$ cat src/rtl/usb_tx_scheduler.sv
// USB transmit scheduler: arbitrates handshake and data-packet requests, drives the
// transmitter PID, tracks the transfer to completion and maintains the DATA0/DATA1 toggle.
module usb_tx_scheduler #(
    parameter int START_TIMEOUT = 16,
    parameter int LEN_W         = 7
) (
    input  logic             clk,
    input  logic             rst,
    input  logic             hs_req,
    input  logic [1:0]       hs_sel,
    output logic             hs_ack,
    input  logic             data_req,
    input  logic [LEN_W-1:0] data_len,
    output logic             data_ack,
    input  logic             toggle_clear,
    input  logic [LEN_W-1:0] buffer_occupancy,
    output logic [3:0]       tx_packet,
    input  logic             tx_transfer_active,
    input  logic             tx_error,
    output logic             busy,
    output logic             data_toggle,
    output logic             tx_done,
    output logic             tx_fail,
    output logic             fail_timeout
);

    localparam int CNT_W = $clog2(START_TIMEOUT + 1);

    localparam logic [3:0] PID_ACK   = 4'b0010;
    localparam logic [3:0] PID_NAK   = 4'b1010;
    localparam logic [3:0] PID_STALL = 4'b1110;
    localparam logic [3:0] PID_DATA0 = 4'b0011;
    localparam logic [3:0] PID_DATA1 = 4'b1011;

    typedef enum logic [2:0] {
        IDLE       = 3'd0,
        ISSUE      = 3'd1,
        WAIT_START = 3'd2,
        ACTIVE     = 3'd3,
        FINISH     = 3'd4
    } state_t;

    state_t           state_r;
    logic [3:0]       pid_r;
    logic             is_data_r;
    logic             err_r;
    logic [CNT_W-1:0] cnt_r;

    logic             data_ok_s;
    logic [3:0]       hs_pid_s;

    // Request eligibility and handshake PID decode (reserved selector maps to STALL)
    always_comb begin
        data_ok_s = data_req && (buffer_occupancy >= data_len);
        case (hs_sel)
            2'd0:    hs_pid_s = PID_ACK;
            2'd1:    hs_pid_s = PID_NAK;
            default: hs_pid_s = PID_STALL;
        endcase
    end

    // Scheduler FSM with all outputs registered
    always_ff @(posedge clk or posedge rst) begin
        if (rst) begin
            state_r      <= IDLE;
            pid_r        <= 4'b0000;
            is_data_r    <= 1'b0;
            err_r        <= 1'b0;
            cnt_r        <= '0;
            tx_packet    <= 4'b0000;
            data_toggle  <= 1'b0;
            hs_ack       <= 1'b0;
            data_ack     <= 1'b0;
            tx_done      <= 1'b0;
            tx_fail      <= 1'b0;
            fail_timeout <= 1'b0;
            busy         <= 1'b0;
        end else begin
            hs_ack       <= 1'b0;
            data_ack     <= 1'b0;
            tx_done      <= 1'b0;
            tx_fail      <= 1'b0;
            fail_timeout <= 1'b0;
            case (state_r)
                IDLE: begin
                    // Foreign transmitter activity blocks any new issue
                    if (!tx_transfer_active && hs_req) begin
                        hs_ack    <= 1'b1;
                        pid_r     <= hs_pid_s;
                        is_data_r <= 1'b0;
                        busy      <= 1'b1;
                        state_r   <= ISSUE;
                    end else if (!tx_transfer_active && data_ok_s) begin
                        data_ack  <= 1'b1;
                        pid_r     <= data_toggle ? PID_DATA1 : PID_DATA0;
                        is_data_r <= 1'b1;
                        busy      <= 1'b1;
                        state_r   <= ISSUE;
                    end else begin
                        busy      <= 1'b0;
                        state_r   <= IDLE;
                    end
                end
                ISSUE: begin
                    tx_packet <= pid_r;
                    cnt_r     <= '0;
                    err_r     <= 1'b0;
                    state_r   <= WAIT_START;
                end
                WAIT_START: begin
                    if (tx_transfer_active) begin
                        tx_packet <= 4'b0000;
                        state_r   <= ACTIVE;
                    end else if (cnt_r == CNT_W'(START_TIMEOUT - 1)) begin
                        tx_packet    <= 4'b0000;
                        tx_fail      <= 1'b1;
                        fail_timeout <= 1'b1;
                        busy         <= 1'b0;
                        state_r      <= IDLE;
                    end else begin
                        cnt_r <= cnt_r + CNT_W'(1);
                    end
                end
                ACTIVE: begin
                    tx_packet <= 4'b0000;
                    err_r     <= err_r | tx_error;
                    if (!tx_transfer_active) begin
                        state_r <= FINISH;
                    end
                end
                FINISH: begin
                    if (err_r) begin
                        tx_fail <= 1'b1;
                    end else begin
                        tx_done <= 1'b1;
                        if (is_data_r) begin
                            data_toggle <= ~data_toggle;
                        end
                    end
                    busy    <= 1'b0;
                    state_r <= IDLE;
                end
                default: begin
                    tx_packet <= 4'b0000;
                    busy      <= 1'b0;
                    state_r   <= IDLE;
                end
            endcase
            // A clear overrides a flip issued in the same cycle
            if (toggle_clear) begin
                data_toggle <= 1'b0;
            end
        end
    end

endmodule

$ cat config.mk
export PLATFORM = sky130hd
export DESIGN_NAME = usb_tx_scheduler
export DESIGN_NICKNAME = d
export VERILOG_FILES = /design/src/rtl/usb_tx_scheduler.sv
export SDC_FILE = /design/constraint.sdc
export NUM_CORES = 1
export LEC_CHECK = 0
export CAP_MARGIN = 40
export CORE_AREA = 5 5 59 61
export CTS_BUF_LIST = sky130_fd_sc_hd__clkbuf_4
export CTS_CLUSTER_SIZE = 10
export DETAILED_ROUTE_END_ITERATION = 8
export DIE_AREA = 0 0 64 66
export GPL_TIMING_DRIVEN = 0
export PLACE_DENSITY = 0.71
export SETUP_SLACK_MARGIN = 0.3
export SLEW_MARGIN = 20
export SYNTH_ARGS = -nofsm -noshare
export SYNTH_HDL_FRONTEND = slang
export SYNTH_SLANG_ARGS = --single-unit
export TNS_END_PERCENT = 1
$ cat constraint.sdc
create_clock -name clk -period 2.1 [get_ports clk]
set_input_delay 0.42 -clock clk [delete_from_list [all_inputs] [get_ports clk]]
set_output_delay 0.42 -clock clk [all_outputs]
set_load 0.02 [all_outputs]
* Yosys cells after proc, flatten, opt, wreduce, memory -nomap -nowiden *
Cells that the tools add are included.
Widths: inputs -> output; s select.

word-level totals
  register bits = 25
  latch bits = 0
  memory bits (writable) = 0
  ROM bits = 0
  input bits = 23
  output and inout port bits = 11
  logic and storage cells = 89
  memories kept = 0

operators by class
  add/subtract/negate cells = 1
  multiply operators = 0
  divide/modulo/power cells = 0
  magnitude comparators = 1
  eq/ne operators = 12
  shift-type cells = 0
  muxes and demuxes = 39
  bitwise logic cells = 4
  reductions and logical operators = 19

operator list
  operator             count
  $mux 1               22
  $mux 4               5
  $pmux 3 s4           1
  $pmux 4 s3           1
  $mux 5               2
  $ne 2x2->1 const B   5
  $pmux 5 s2           1
  $reduce_bool 2->1    5
  $mux 3               3
  $reduce_and 3->1     3
  $pmux 4 s2           1
  $ge 7x7->1           1
  $eq 3x2->1 const B   2
  $reduce_and 2->1     3
  $add 5x1->5 const B  1
  $eq 5x4->1 const B   1
  $pmux 1 s2           2
  $reduce_or 2->1      2
  $eq 3x1->1 const B   1
  $eq 3x3->1 const B   1
  $logic_and 1x1->1    3
  $logic_not 3->1      1
  $ne 3x3->1 const B   1
  $not 1->1            3
  other kinds (5)      5

* Longest topological paths before layout *
Gate-level depths: netlist of the first run.

  depth after elaboration = 6
  depth in mapped cells = 7
  gate-level depth less buffers = 7

* Worst setup path before layout of the first run *
Ideal clock, no wire load.

  path type = input-to-reg
  start point = input port buffer_occupancy[0]
  end point = register pid_r[3]
  data arrival time = 1.945 ns
  required time = 1.975 ns
  setup slack = 0.030 ns
  cell stages on the path = 7
  buffers on the path = 0
  cells stage by stage = inv_1 -> ha_1 -> nand2b_4 -> a211o_1 -> a2111o_1 -> o211ai_2 -> mux2_4

on the way
  word-level cells in the longest chain between the ends = 5

ends and longest elaborated chain
  item                                line  text
  from (decl)                         16    input logic [LEN_W-1:0] buffer_occupancy,
  $ge 7x7->1                          54    data_ok_s = data_req && (buffer_occupancy >= data_len);
  $logic_and 1x1->1                   54
  $logic_and 1x1->1                   93    end else if (!tx_transfer_active && data_ok_s) begin
  $reduce_bool 2->1 (no source line)  -
  $reduce_and 2->1 (no source line)   -
  to (signal assigned)                89    pid_r <= hs_pid_s;
  to (signal assigned)                95    pid_r <= data_toggle ? PID_DATA1 : PID_DATA0;
  to (decl)                           44    logic [3:0] pid_r;

No other way between the ends.
A chain may end at the register's enable or synchronous reset.

* Worst setup path after layout of the first run *
  start point = input port buffer_occupancy[5]
  end point = register pid_r[3]

Same word-level chain as after synthesis.

==> results of run 1 <==
power by group through the flow:
stage / Clock, W / Combinational [W] / Sequential, W
after floorplan: 0 / 0.000370 / 0.000723
after global placement: 0 / 0.000598 / 0.000699
after detailed placement: 0 / 0.000620 / 0.000704
after CTS: 0.000344 / 0.000700 / 0.000685
after global routing: 0.000370 / 0.000815 / 0.000704
final: 0.000338 / 0.000728 / 0.000686
layout make-up:
cell class | instances | area share, %
Buffer | 3 | 0.754
Clock buffer | 3 | 1.23
Clock inverter | 1 | 1.64
Inverter | 12 | 3.15
Multi-Input combinational cell | 77 | 36.5
Sequential cell | 24 | 32.9
Tap cell | 33 | 2.26
Timing Repair Buffer | 38 | 21.5
registers in the layout (all words and copies together), names as in the netlist, 3 cells and up:
signal / flops
tx_packet: 4
state_r: 3
cnt_r: 5
pid_r: 4
critical path, cell delays in order:
cell and delay [ns]:
clkdlybuf4s50_1 0.52, ha_4 0.22, o21ai_1 0.13, nor2_1 0.08, a2111o_1 0.40, o211ai_4 0.10
mux2_4 0.31
kinds of logic (layout without fill, tap and decap cells):
family / after synthesis / after routing / synth area share [%]
AOI/OAI and AO/OA: 25 / 25 / 15.2
xor gates and xnor gates: 3 / 3 / 2.19
adders and majority gates: 9 / 9 / 9.37
buffers and inverters: 15 / 57 / 4.89
DFF: 24 / 24 / 49.9
muxes: 2 / 2 / 2.08
and+or+nand+nor: 38 / 38 / 16.3
per-layer routing:
metal  track usage [%]  share of wire (%)
met3              3.40                5.2
met5                 0                  0
met1              17.3                 41
met4              5.45                1.5
met2              26.6                 53
per-stage QoR:
step	TNS [ns]	hold slack (ns)	setup WS, ns	cells
floorplan	0	0.435	0.167	116
global placement	-2.38	0.458	-0.571	182
detailed placement	-2.55	0.456	-0.590	183
CTS	0	0.355	0.134	191
global route	0	0.395	0.114	191
finish	0	0.355	0.153	191
path summary, 6_finish.rpt:
check / cells past startpoint / end
worst min register to register: 1 / pid_r[1]
max in group asynchronous: 3 / tx_done
worst max register to register: 7 / cnt_r[4]
min in group clk: 1 / pid_r[1]
worst max-delay path: 7 / pid_r[3]
worst min-delay path: 2 / tx_packet[0]
synthesized netlist by cell type:
cell type  instances
a2111o_1           1
a211o_1            1
a211oi_1           3
a21o_1             1
a21oi_1            3
a22o_1             5
a22o_2             1
a31oi_1            2
and2_1             1
and3_1             1
buf_2              2
clkbuf_1           1
dfrtp_1           24
ha_1               9
inv_1             12
mux2_4             1
mux2i_1            1
nand2_1            7
nand2b_1           3
nand2b_4           1
nand4_1            2
nor2_1            15
nor2b_1            1
nor3_1             2
nor3b_1            1
nor4_1             2
nor4b_1            1
o211ai_2           1
o21ai_0            6
o2bb2ai_1          1
or4_4              1
xor2_1             3
timing repair:
action	4_1_cts	5_1_grt
gates resized for setup	20	14
pin swaps	12	9
cloned	0	0
setup buffers	4	0
setup endpoints to repair	17	18
==> results.sh, run 1 <==
export IMPL_required_ns=2.33
export IMPL_h_tree_depth=1
export IMPL_clk_pin_slew_ns=0.14
export IMPL_start_util_pct=41.1
export IMPL_status="finished, final reports clean"
export IMPL_drive_above_1_share_pct=20.9
export IMPL_grt_first_pass_wirelength_um=4980
export IMPL_grt_max_degree=18
export IMPL_num_rows=20
export IMPL_drc=0
export IMPL_clock_skew_final_ns=0.00943
export IMPL_synth_area_um2=1200
export IMPL_arrival_ns=2.18
export IMPL_seqPwrFrac_pct=39.1
export IMPL_relSlewSlack_pct=69.1
export IMPL_wl_per_cell_um=14.8
export IMPL_min_period_ns=1.95
export IMPL_dieArea_um2=4220
export IMPL_slew_violations=0
export IMPL_combPwrFrac_pct=41.6
export IMPL_rrSetupSlack_ns=0.19
export IMPL_syn_instance_count=116
export IMPL_p_leak_nw=0.859
export IMPL_rsz0062_at_grt="yes"
export IMPL_ioPinCount=34
export IMPL_syn_nets=148
export IMPL_insertion_delay_ns=0.32
export IMPL_reg2reg_from="cnt_r[0]"
export IMPL_switching_power_w=0.000606
export IMPL_placedInstanceArea_um2=1630
export IMPL_cellPowerDensity_nw_per_um2=960
export IMPL_max_freq_mhz=514
export IMPL_finalWirelength_um=2820
export IMPL_grt_usage_pct=15.0
export IMPL_cts_sinks=24
export IMPL_final_area_um2=1830
export IMPL_ys_ff_latch=24
export IMPL_peakVddDrop_v=0.000616
export IMPL_clock_path_buffers=2
export IMPL_multi_input_area_um2=667
export IMPL_syn_area_per_cell_um2=10.4
export IMPL_endpoint_kind="flip-flop"
export IMPL_timing_final_crit_share_pct=92.7
export IMPL_swShare_pct=34.6
export IMPL_hpwl_um=2100
export IMPL_ctsHoldBuffers=0
export IMPL_synth_top_area_share_pct=49.9
export IMPL_num_vias=995
export IMPL_drt_iter0_drc=33
export IMPL_totalPowerFinal_w=0.00175
export IMPL_area_delta_synth_final_pct=51.8
export IMPL_ys_seq_area_share_pct=49.9
export IMPL_final_util_pct=62.4
export IMPL_cts_buffers=3
export IMPL_die_w_um=64
export IMPL_tightest_slew_ns=0.460
export IMPL_numPortBuffers=33
export IMPL_grt_pass1_vias=1081
export IMPL_first_pass_iters=4
export IMPL_gp_congestion=0.757
export IMPL_antenna_found_initial=0
export IMPL_hold_violations=0
export IMPL_regArea_um2=601
export IMPL_final_cell_mix="24 x dfrtp_1, 24 x clkdlybuf4s50_1, 15 x nor2_1"
export IMPL_ys_top_cells_by_area="dfrtp_1 50%, ha_1 9.4%, nor2_1 4.7%"
export IMPL_clock_power_share_pct=19.3
export IMPL_coreArea_um2=2930
export IMPL_final_setup_viol_count=0
export IMPL_ant_nets=0
export IMPL_startpoint="buffer_occupancy[5]"
export IMPL_power_internal_w=0.00115
export IMPL_cts_tree="done"
export IMPL_gr_total_overflow=0
export IMPL_via_per_inst=5.21
export IMPL_fin_nets=191
export IMPL_synth_top_area_cell="dfrtp_1"
export IMPL_synth_distinct_cells=32
export IMPL_startpoint_type="input port"
export IMPL_num_antenna_cells=0
export IMPL_cp_max_fo=2
export IMPL_ys_warnings_count=0
export IMPL_die_h_um=66
export IMPL_drv_cap=0
export IMPL_fillers=251
export IMPL_hold_path_class="in2async"
export IMPL_cts_root_buf="clkbuf_4"
export IMPL_crit_type="in2reg"
No activity file was read; power rests on OpenSTA's default activity.
==> run 2: changes to the inputs <==
--- a/config.mk
+++ b/config.mk
@@ -14,7 +14,6 @@
 export GPL_TIMING_DRIVEN = 0
 export PLACE_DENSITY = 0.71
 export SETUP_SLACK_MARGIN = 0.3
-export SLEW_MARGIN = 20
 export SYNTH_ARGS = -nofsm -noshare
 export SYNTH_HDL_FRONTEND = slang
 export SYNTH_SLANG_ARGS = --single-unit
==> constraint.sdc (replaced) <==
create_clock -name clk -period 2.1 [get_ports clk]
set_input_delay 0.42 -clock clk [delete_from_list [all_inputs] [get_ports clk]]
set_output_delay 0.42 -clock clk [all_outputs]
set_load 0.01 [all_outputs]
==> results of run 2 <==
The final DEF is identical to that of run 1. Status: finished, final reports clean.
Main changes from that run: total power 0.00175 W -> 0.00172 W; worst IR drop on VDD 0.000616 V -> 0.000615 V
==> run 3: changes to the inputs <==
--- a/config.mk
+++ b/config.mk
@@ -14,6 +14,7 @@
 export GPL_TIMING_DRIVEN = 0
 export PLACE_DENSITY = 0.71
 export SETUP_SLACK_MARGIN = 0.3
+export SLEW_MARGIN = 25
 export SYNTH_ARGS = -nofsm -noshare
 export SYNTH_HDL_FRONTEND = slang
 export SYNTH_SLANG_ARGS = --single-unit
==> constraint.sdc (replaced) <==
create_clock -name clk -period 1.6 [get_ports clk]
set_input_delay 0.32 -clock clk [delete_from_list [all_inputs] [get_ports clk]]
set_output_delay 0.32 -clock clk [all_outputs]
set_load 0.01 [all_outputs]
==> run 3 against run 2 <==
Compared with the run above: the run now ends with negative setup slack left; total power increased by 27%; first-iteration DRC count up 42%; critical path depth unchanged; core utilization down 3.1 points; worst hold slack worse by 0.13 ns; sequential share of layout area is 1.7 points higher; largest cell class unchanged.
==> results.sh, run 3 (synthesis results as in run 1) <==
export IMPL_cts_tree="done"
export IMPL_insertion_delay_ns=0.31
export IMPL_ctsHoldBuffers=0
export IMPL_endpoint_kind="flip-flop"
export IMPL_grt_usage_pct=14.2
export IMPL_required_ns=1.81
export IMPL_grt_max_degree=19
export IMPL_cp_cell_sequence="ha_2 > and3_4 > ha_4 > or4_4 > nand2_1 > o21ai_1 > a22o_1"
export IMPL_largest_register_ffs=5
export IMPL_grt_pass1_vias=1053
export IMPL_antenna_found_initial=0
export IMPL_startpoint_type="flip-flop"
export IMPL_drv_cap=0
export IMPL_violations="negative setup slack"
export IMPL_relSlewSlack_pct=65.3
export IMPL_h_tree_depth=1
export IMPL_final_area_um2=1730
export IMPL_clock_path_buffers=2
export IMPL_min_period_ns=1.93
export IMPL_numPortBuffers=33
export IMPL_crit_buf_inv=0
export IMPL_layout_commonest_cell="dfrtp_1"
export IMPL_hpwl_um=2080
export IMPL_die_h_um=66
export IMPL_dieArea_um2=4220
export IMPL_coreArea_um2=2930
export IMPL_first_pass_iters=4
export IMPL_timing_final_crit_share_pct=121
export IMPL_placedInstanceArea_um2=1630
export IMPL_num_rows=20
export IMPL_wl_per_cell_um=14.2
export IMPL_clock_skew_final_ns=0.00183
export IMPL_hold_violations=0
export IMPL_peakVddDrop_v=0.000779
export IMPL_placed_cells=183
export IMPL_setup_ws_ns=-0.333
export IMPL_cts_buffers=3
export IMPL_final_cell_mix="24 x dfrtp_1, 15 x nor2_1, 10 x dlygate4sd2_1"
export IMPL_ant_nets=0
export IMPL_drc=0
export IMPL_die_w_um=64
export IMPL_slew_violations=0
export IMPL_tightest_slew_ns=0.516
export IMPL_arrival_ns=2.14
export IMPL_max_freq_mhz=517
export IMPL_totalPowerFinal_w=0.00219
export IMPL_finalNonFillerCells=190
export IMPL_fin_nets=190
export IMPL_cts_root_buf="clkbuf_4"
export IMPL_cellPowerDensity_nw_per_um2=1260
export IMPL_area_delta_synth_final_pct=44.2
export IMPL_via_per_inst=5.20
export IMPL_cp_max_fo=5
export IMPL_num_antenna_cells=0
export IMPL_status="finished with violations"
export IMPL_largest_register="cnt_r"
export IMPL_cp_top_family="simple AND/OR/NAND/NOR gates"
export IMPL_critPathSlowestCell="or4_4"
export IMPL_cts_sinks=24
export IMPL_finalWirelength_um=2700
export IMPL_final_setup_viol_count=12
export IMPL_fin_hold_ws_ns=0.230
export IMPL_rsz0062_at_grt="yes"
export IMPL_drt_iter0_drc=47
export IMPL_hold_path_class="in2async"
export IMPL_crit_type="reg2reg"
export IMPL_clk_pin_slew_ns=0.13
export IMPL_grt_first_pass_wirelength_um=4910
export IMPL_drive_above_1_share_pct=26.1
export IMPL_num_vias=988
export IMPL_reg_top3="cnt_r (5), pid_r (4), tx_packet (4)"
export IMPL_gr_total_overflow=0
export IMPL_gp_congestion=0.745
export IMPL_start_util_pct=41.1
export IMPL_p_leak_nw=0.831
export IMPL_cpPeakStageDelay_ns=0.53
export IMPL_ioPinCount=34
-- run 3: final timing paths --
path	startpoint	to	slack, ns	depth (start not counted)
worst max register to register	cnt_r[1]	cnt_r[4]	-0.33	7
min in group clk	err_r	tx_done	0.51	1
worst max-delay path	cnt_r[1]	cnt_r[4]	-0.33	7
worst min-delay path	rst	tx_packet[1]	0.23	2
worst min register to register	err_r	tx_done	0.51	1
max in group asynchronous	rst	state_r[2]	0.96	3
-- run 3: through the flow --
stage / worst slack, ns / setup TNS, ns / util [%]
2_1_floorplan: -0.236 / -2.04 / -
3_3_place_gp: -0.886 / -7.76 / 55.0
3_5_place_dp: -0.892 / -8.28 / 55.6
4_1_cts: -0.334 / -2.39 / 59.8
5_1_grt: -0.396 / -3.59 / 59.2
6_report: -0.333 / -2.06 / 59.2
-- run 3: worst register-to-register path, stage by stage (launching register included) --
cell     delay, ns
dfrtp_1       0.41
ha_2          0.19
and3_4        0.19
ha_4          0.18
or4_4         0.53
nand2_1       0.08
o21ai_1       0.06
a22o_1        0.21
-- run 3: area by class of cell --
type,instances,area [um^2]
tap,33,41.3
inverter,12,50.0
timing repair buffer,37,320
multi-input combinational,77,654
clock buffer,3,22.5
buffer,3,15.0
fill,266,1190
sequential,24,601
clock inverter,1,30.0
-- run 3: power breakdown --
group          leakage (nW)  internal, W  switching (W)
registers             0.313     0.000785       0.000115
logic                 0.490     0.000407       0.000446
clock network        0.0279     0.000253       0.000182
total                 0.831      0.00144       0.000743
-- run 3: routing by layer --
metal / up-vias / track usage, % / part of all wire (%) / routed length, um
met5: - / 0 / 0 / 0
met4: 0 / 3.64 / 0 / 0
met3: 0 / 2.55 / 4.2 / 113
met2: 26 / 26.1 / 54 / 1460
met1: 473 / 16.8 / 42 / 1130
li1: 489 / - / - / -
-- run 3: repair_timing --
| action | 4_1_cts | 5_1_grt |
|---|---|---|
| resized for setup | 62 | 10 |
| buffers inserted | 3 | 0 |
| pin swaps | 11 | 2 |
| endpoints found under the setup margin | 32 | 31 |
